File: config.mk
export PLATFORM = sky130hd
export DESIGN_NAME = map_select_ctrl
export DESIGN_NICKNAME = d
export VERILOG_FILES = /design/src/rtl/map_select_ctrl.sv
export SDC_FILE = /design/constraint.sdc
export NUM_CORES = 1
export LEC_CHECK = 0
export ABC_AREA = 1
export BUFFER_PORTS_ARGS = -buffer_cell sky130_fd_sc_hd__clkbuf_2
export CORE_MARGIN = 2
export CORE_UTILIZATION = 52
export CTS_CLUSTER_SIZE = 16
export DETAILED_ROUTE_END_ITERATION = 10
export PLACE_DENSITY = 0.79
export SLEW_MARGIN = 20
export SYNTH_ARGS = -nofsm -noshare
export SYNTH_HDL_FRONTEND = slang
export SYNTH_SLANG_ARGS = --single-unit
export TNS_END_PERCENT = 10
File: constraint.sdc
create_clock -name clk -period 1.9 [get_ports clk]
set_clock_uncertainty 0.1 [all_clocks]
set_input_delay 0.095 -clock clk [delete_from_list [all_inputs] [get_ports clk]]
set_output_delay 0.095 -clock clk [all_outputs]
set_load 0.05 [all_outputs]
File: src/rtl/map_select_ctrl.sv
// Map/screen selection controller: synchronised, edge-detected next/prev/confirm buttons drive a cursor over NUM_MAPS maps.
// Button actions land two edges after the first sample; there is no backpressure, and map_valid is a single-cycle pulse.
module map_select_ctrl #(
  parameter int                 NUM_MAPS     = 4,
  parameter int                 MAP_W        = (NUM_MAPS > 1) ? $clog2(NUM_MAPS) : 1,
  parameter int                 STATE_W      = 6,
  parameter logic [STATE_W-1:0] SELECT_STATE = 6'd11
) (
  input  logic               clk,
  input  logic               resetn,
  input  logic [STATE_W-1:0] current_state,
  input  logic               btn_next,
  input  logic               btn_prev,
  input  logic               btn_confirm,
  input  logic               game_over,
  output logic [MAP_W-1:0]   cursor,
  output logic [MAP_W-1:0]   map_sel,
  output logic               map_valid,
  output logic [1:0]         screen
);

  typedef enum logic [1:0] {
    S_START  = 2'd0,
    S_SELECT = 2'd1,
    S_PLAY   = 2'd2,
    S_GG     = 2'd3
  } state_t;

  localparam logic [MAP_W-1:0] LAST_MAP = MAP_W'(NUM_MAPS - 1);

  logic [2:0] sync1_q, sync2_q, prev_q;
  logic [2:0] rise;
  logic       rise_next, rise_prev, rise_confirm;

  state_t           state_q, state_d;
  logic [MAP_W-1:0] cursor_q, cursor_d;
  logic [MAP_W-1:0] map_sel_q, map_sel_d;
  logic             map_valid_q, map_valid_d;

  // Bit order: [0] next, [1] prev, [2] confirm.
  always_ff @(posedge clk or negedge resetn) begin
    if (!resetn) begin
      sync1_q <= '0;
      sync2_q <= '0;
      prev_q  <= '0;
    end else begin
      sync1_q <= {btn_confirm, btn_prev, btn_next};
      sync2_q <= sync1_q;
      prev_q  <= sync2_q;
    end
  end

  assign rise         = sync2_q & ~prev_q;
  assign rise_next    = rise[0];
  assign rise_prev    = rise[1];
  assign rise_confirm = rise[2];

  always_comb begin
    state_d     = state_q;
    cursor_d    = cursor_q;
    map_sel_d   = map_sel_q;
    map_valid_d = 1'b0;
    case (state_q)
      S_START: begin
        if (current_state == SELECT_STATE) state_d = S_SELECT;
      end
      S_SELECT: begin
        // Confirm commits the pre-move cursor, so it outranks next/prev and leaving.
        if (rise_confirm) begin
          map_sel_d   = cursor_q;
          map_valid_d = 1'b1;
          state_d     = S_PLAY;
        end else if (current_state != SELECT_STATE) begin
          state_d = S_START;
        end else if (rise_next && !rise_prev) begin
          cursor_d = (cursor_q == LAST_MAP) ? '0 : cursor_q + MAP_W'(1);
        end else if (rise_prev && !rise_next) begin
          cursor_d = (cursor_q == '0) ? LAST_MAP : cursor_q - MAP_W'(1);
        end
      end
      S_PLAY: begin
        if (game_over) state_d = S_GG;
      end
      S_GG: begin
        if (rise_confirm) state_d = S_START;
      end
      default: state_d = S_START;
    endcase
  end

  always_ff @(posedge clk or negedge resetn) begin
    if (!resetn) begin
      state_q     <= S_START;
      cursor_q    <= '0;
      map_sel_q   <= '0;
      map_valid_q <= 1'b0;
    end else begin
      state_q     <= state_d;
      cursor_q    <= cursor_d;
      map_sel_q   <= map_sel_d;
      map_valid_q <= map_valid_d;
    end
  end

  always_comb begin
    screen = 2'b10;
    case (state_q)
      S_PLAY:  screen = 2'b00;
      S_GG:    screen = 2'b11;
      default: screen = 2'b10;
    endcase
  end

  assign cursor    = cursor_q;
  assign map_sel   = map_sel_q;
  assign map_valid = map_valid_q;

endmodule
Yosys cells after proc, flatten, opt, wreduce, memory -nomap -nowiden:

Cells that the tools add are included.

* input port bits: 12
* output and inout port bits: 7
* register bits: 16
* logic and storage cells: 46

* muxes and demuxes: 13
* equal/unequal tests: 10
* $add $sub $neg: 2
* reductions and logical operators: 10
* bitwise logic cells: 4

Operators by type and width (count)
* 2-bit two-way mux: 9
* 2-bit case mux with 4 select lines: 1
* 4-bit AND reduction: 2
* 2-bit == test, second input constant: 3
* 6-bit by 4-bit == test with 1-bit output, second input constant: 1
* 2-bit != test, second input constant: 3
* 6-bit by 4-bit != test with 1-bit output, second input constant: 1
* 2-bit logical NOT: 2
* 2-bit case mux with 2 select lines: 1
* 3-bit bitwise AND: 1
* 3-bit != test, second input constant: 1
* 3-bit NOT: 1
* 2-bit by 1-bit adder with 2-bit output, second input constant: 1
* 2-bit by 1-bit == test with 1-bit output, second input constant: 1
* 1-bit logical AND: 2
* 1-bit logical NOT: 2
* 1-bit two-way mux: 2
* 1-bit NOT: 2
* 2-bit AND reduction: 1
* 2-bit nonzero test: 1
* 2-bit by 1-bit subtractor with 2-bit output, second input constant: 1

Depth between registers and ports, before layout:

* depth in word-level cells: 6
* mapped depth: 9

Least setup slack after synthesis:

OpenSTA, ideal clock, no wires.

* path type: flip-flop to flip-flop
* start: register cursor_q[0] (netlist: cursor[0])
* end: register cursor_q[1] (netlist: cursor[1])
* slack: 0.230 ns
* cell stages (with the launch flop): 6
* data required time: 1.678 ns
* arrival: 1.448 ns
* cell sequence: dfrtp_1 inv_1 ha_1 xnor2_1 nor3_1 nor2_1

* cells in the longest elaborated chain, start to end: 4

RTL lines
* start, declared: line 36 `logic [MAP_W-1:0] cursor_q, cursor_d;`
* start signal, assigned: line 99 `cursor_q <= cursor_d;`
* 2-bit by 1-bit subtractor with 2-bit output or 2-bit logical NOT (tied branches): line 78 `cursor_d = (cursor_q == '0) ? LAST_MAP : cursor_q - MAP_W'(1);`
* 2-bit two-way mux: line 78
* 2-bit two-way mux: line 77 `end else if (rise_prev && !rise_next) begin`
* 2-bit two-way mux (*): line 75 `end else if (rise_next && !rise_prev) begin`

Mark *: on every way between the ends. The rest lies on a longest branch, timed or not. The select of a mux whose other input is x is not followed.
A chain may end at the register's enable or synchronous reset.

Worst setup path in the final report:

Same ends and word-level chain as after synthesis.

==> results_dict.tcl <==
set metrics [dict create \
    crit_type "register to register" \
    instances_no_fill 114 \
    setup_viol 0 \
    start_util_pct 54.7 \
    yosysWarnings 0 \
    ctsResizeCount 0 \
    dp_cells 106 \
    hold_class "input port to register" \
    antenna_found_initial 0 \
    leakage_uw 0.000482 \
    grt_pass1_vias 498 \
    grt_max_degree 17 \
    startpoint "cursor[0]" \
    status "completed" \
    drive_gt1_share_pct 30.3 \
    drtIter0Drc 2 \
    area_growth_syn_to_layout_pct 26.7 \
    track_usage_pct 18.8 \
    final_hold_viol_count 0 \
    grt_first_pass_wirelength_mm 1.91 \
    dp_hpwl_microns 865 \
    maxCapViolCount 0 \
    netlist_instances 73 \
    numClockSinks 16 \
    crit_path_max_fanout 4 \
    ctsHoldBuffers 4 \
    period_minus_slack_ps 1380 \
    wl_per_cell_microns 9.39 \
    synthDistinctLibCells 16 \
    htreeDepth 1 \
    clk_pin_slew_ps 90 \
    via_per_inst 4.54 \
    cts_tree "yes" \
    path_buf_inv 1 \
    min_from "current_state[4]" \
    worst_pin_slew_ps 364 \
    cts_buffers 3 \
    maxSlewViolCount 0 \
    min_path_cells 5 \
    coreArea_sq_um 1270 \
    rsz0062_at_grt "no" \
    final_common_cell "clkbuf_2" \
    port_buffers 18 \
    ir_drop_uv 709 \
    syn_avg_cell_area_sq_um 9.51 \
    gr-total-overflow 0 \
    ioPinCount 19 \
    reg2reg_depth 5 \
    holdPathEnd "cursor[1]" \
    startpoint_type "register" \
    syn_area_sq_um 694 \
    num_vias 518 \
    drtAntennaViolNets 0 \
    fmax_mhz 727 \
    crit_family "flip-flops" \
    cts-root-buf "clkbuf_4" \
    cp_data_required_time_ps 1980 \
    synth_nets 88 \
    reg2reg_to "cursor[1]" \
    cts_setup_buffers 0 \
    p_per_area_nw_per_um2 1130 \
    max_stage_delay_ps 400 \
    num_rows 13 \
    die_x_microns 40.5 \
    insertion_delay_ps 280 \
    fp.dieH_microns 40.5 \
    worst_path_max_delay_cell "dfrtp_1" \
    r2r_slack_ps 520 \
    path_cells "inv_1 -> ha_1 -> xnor2_1 -> nor3_1 -> nor2_1" \
    cts_buffer_depth 2 \
    finalCritPeriodShare_pct 72.4 \
    end_kind "register" \
    final_cell_mix "clkbuf_2 (18), nand2_1 (16), dfrtp_1 (16), inv_1 (11), nor2_1 (8)" \
    nNetsFinal 115 \
    dieArea_sq_um 1640 \
    drc_errors 0 \
    synth_seq_cells 16 \
    slew_headroom_pct 75.7 \
    ys_seq_area_share_pct 57.7 \
    first_pass_iters 4 \
    reg2reg_from "cursor[0]" \
    num_antenna_cells 0 \
    arrival_ps 1460 \
    wl_mm 1.07 \
    gp_congestion 0.792 \
    tns_ps 0 \
]
-- final cells by class --
cell class                      instances  area (sq um)
Inverter                               15          56.3
Sequential cell                        16           400
Multi-Input combinational cell         42           238
Tap cell                               15          18.8
Fill cell                              99           389
Timing Repair Buffer                   22           130
Clock buffer                            4          36.3
-- per-layer routing --
| metal | wire (microns) | track usage (%) | up-vias |
|---|---|---|---|
| li1 | - | - | 275 |
| met1 | 463 | 20.1 | 232 |
| met2 | 550 | 32.1 | 11 |
| met3 | 57 | 10.0 | 0 |
| met4 | 0 | 5.00 | 0 |
| met5 | 0 | 0 | - |
-- cells in the mapped netlist --
cell       n  area (sq um)
inv_2      4          15.0
dfrtp_1   16           400
nand2_2    1          6.26
ha_1       3          37.5
nor3_1     1          5.00
nand3_1    3          15.0
nand3b_1   1          7.51
nand3_4    1          17.5
nor2_1     8          30.0
o21ai_0    1          5.00
o21ai_1    3          15.0
inv_1     11          41.3
nor2_4     2          22.5
o21a_1     1          7.51
xnor2_1    1          8.76
nand2_1   16          60.1
-- stage by stage --
step	util, %	setup slack (ps)	power (uW)	cell area [sq um]	hold slack (ps)
finish	69.3	525	998	880	126
global route	69.3	440	1070	880	152
CTS	69.3	522	1010	880	127
detailed placement	63.3	540	787	803	-74.6
global placement	63.3	595	778	803	-72.4
floorplan	-	230	704	694	-301
-- worst reg2reg max path, delay by kind of cell (launching register included) --
kind                       cells  cell delay, ps
DFF                            1             400
adders and majority gates      1             320
xor gates and xnor gates       1             130
and+or+nand+nor                2             230
buffers and inverters          1             100
-- flip-flops by register name (all words and copies together) (netlist names), named ones only --
| name | flops |
|---|---|
| prev_q | 3 |
| map_valid | 1 |
| sync2_q | 3 |
| map_sel | 2 |
| state_q | 1 |
| sync1_q | 3 |
| cursor | 2 |
-- kinds of logic after synthesis --
logic type	synth area share, %
AOI/OAI and AO/OA	3.96
adders and majority gates	5.41
DFF	57.7
and+or+nand+nor	23.6
xor gates and xnor gates	1.26
buffers and inverters	8.11
-- how the worst max path moves through the flow --
stage / end / slack (ps) / depth (start not counted)
after floorplan: cursor[1] / 230 / 5
after global placement: cursor[1] / 600 / 5
after detailed placement: cursor[1] / 540 / 5
after CTS: cursor[1] / 520 / 5
after global routing: cursor[1] / 440 / 5
final: cursor[1] / 520 / 5
-- where the power goes --
part	internal (uW)	total [uW]	leakage (uW)	switching, uW
Clock	117	215	0.0000210	98.4
Combinational	104	352	0.000268	248
Sequential	391	431	0.000193	39.5
Power figures use the tool's default switching activity.
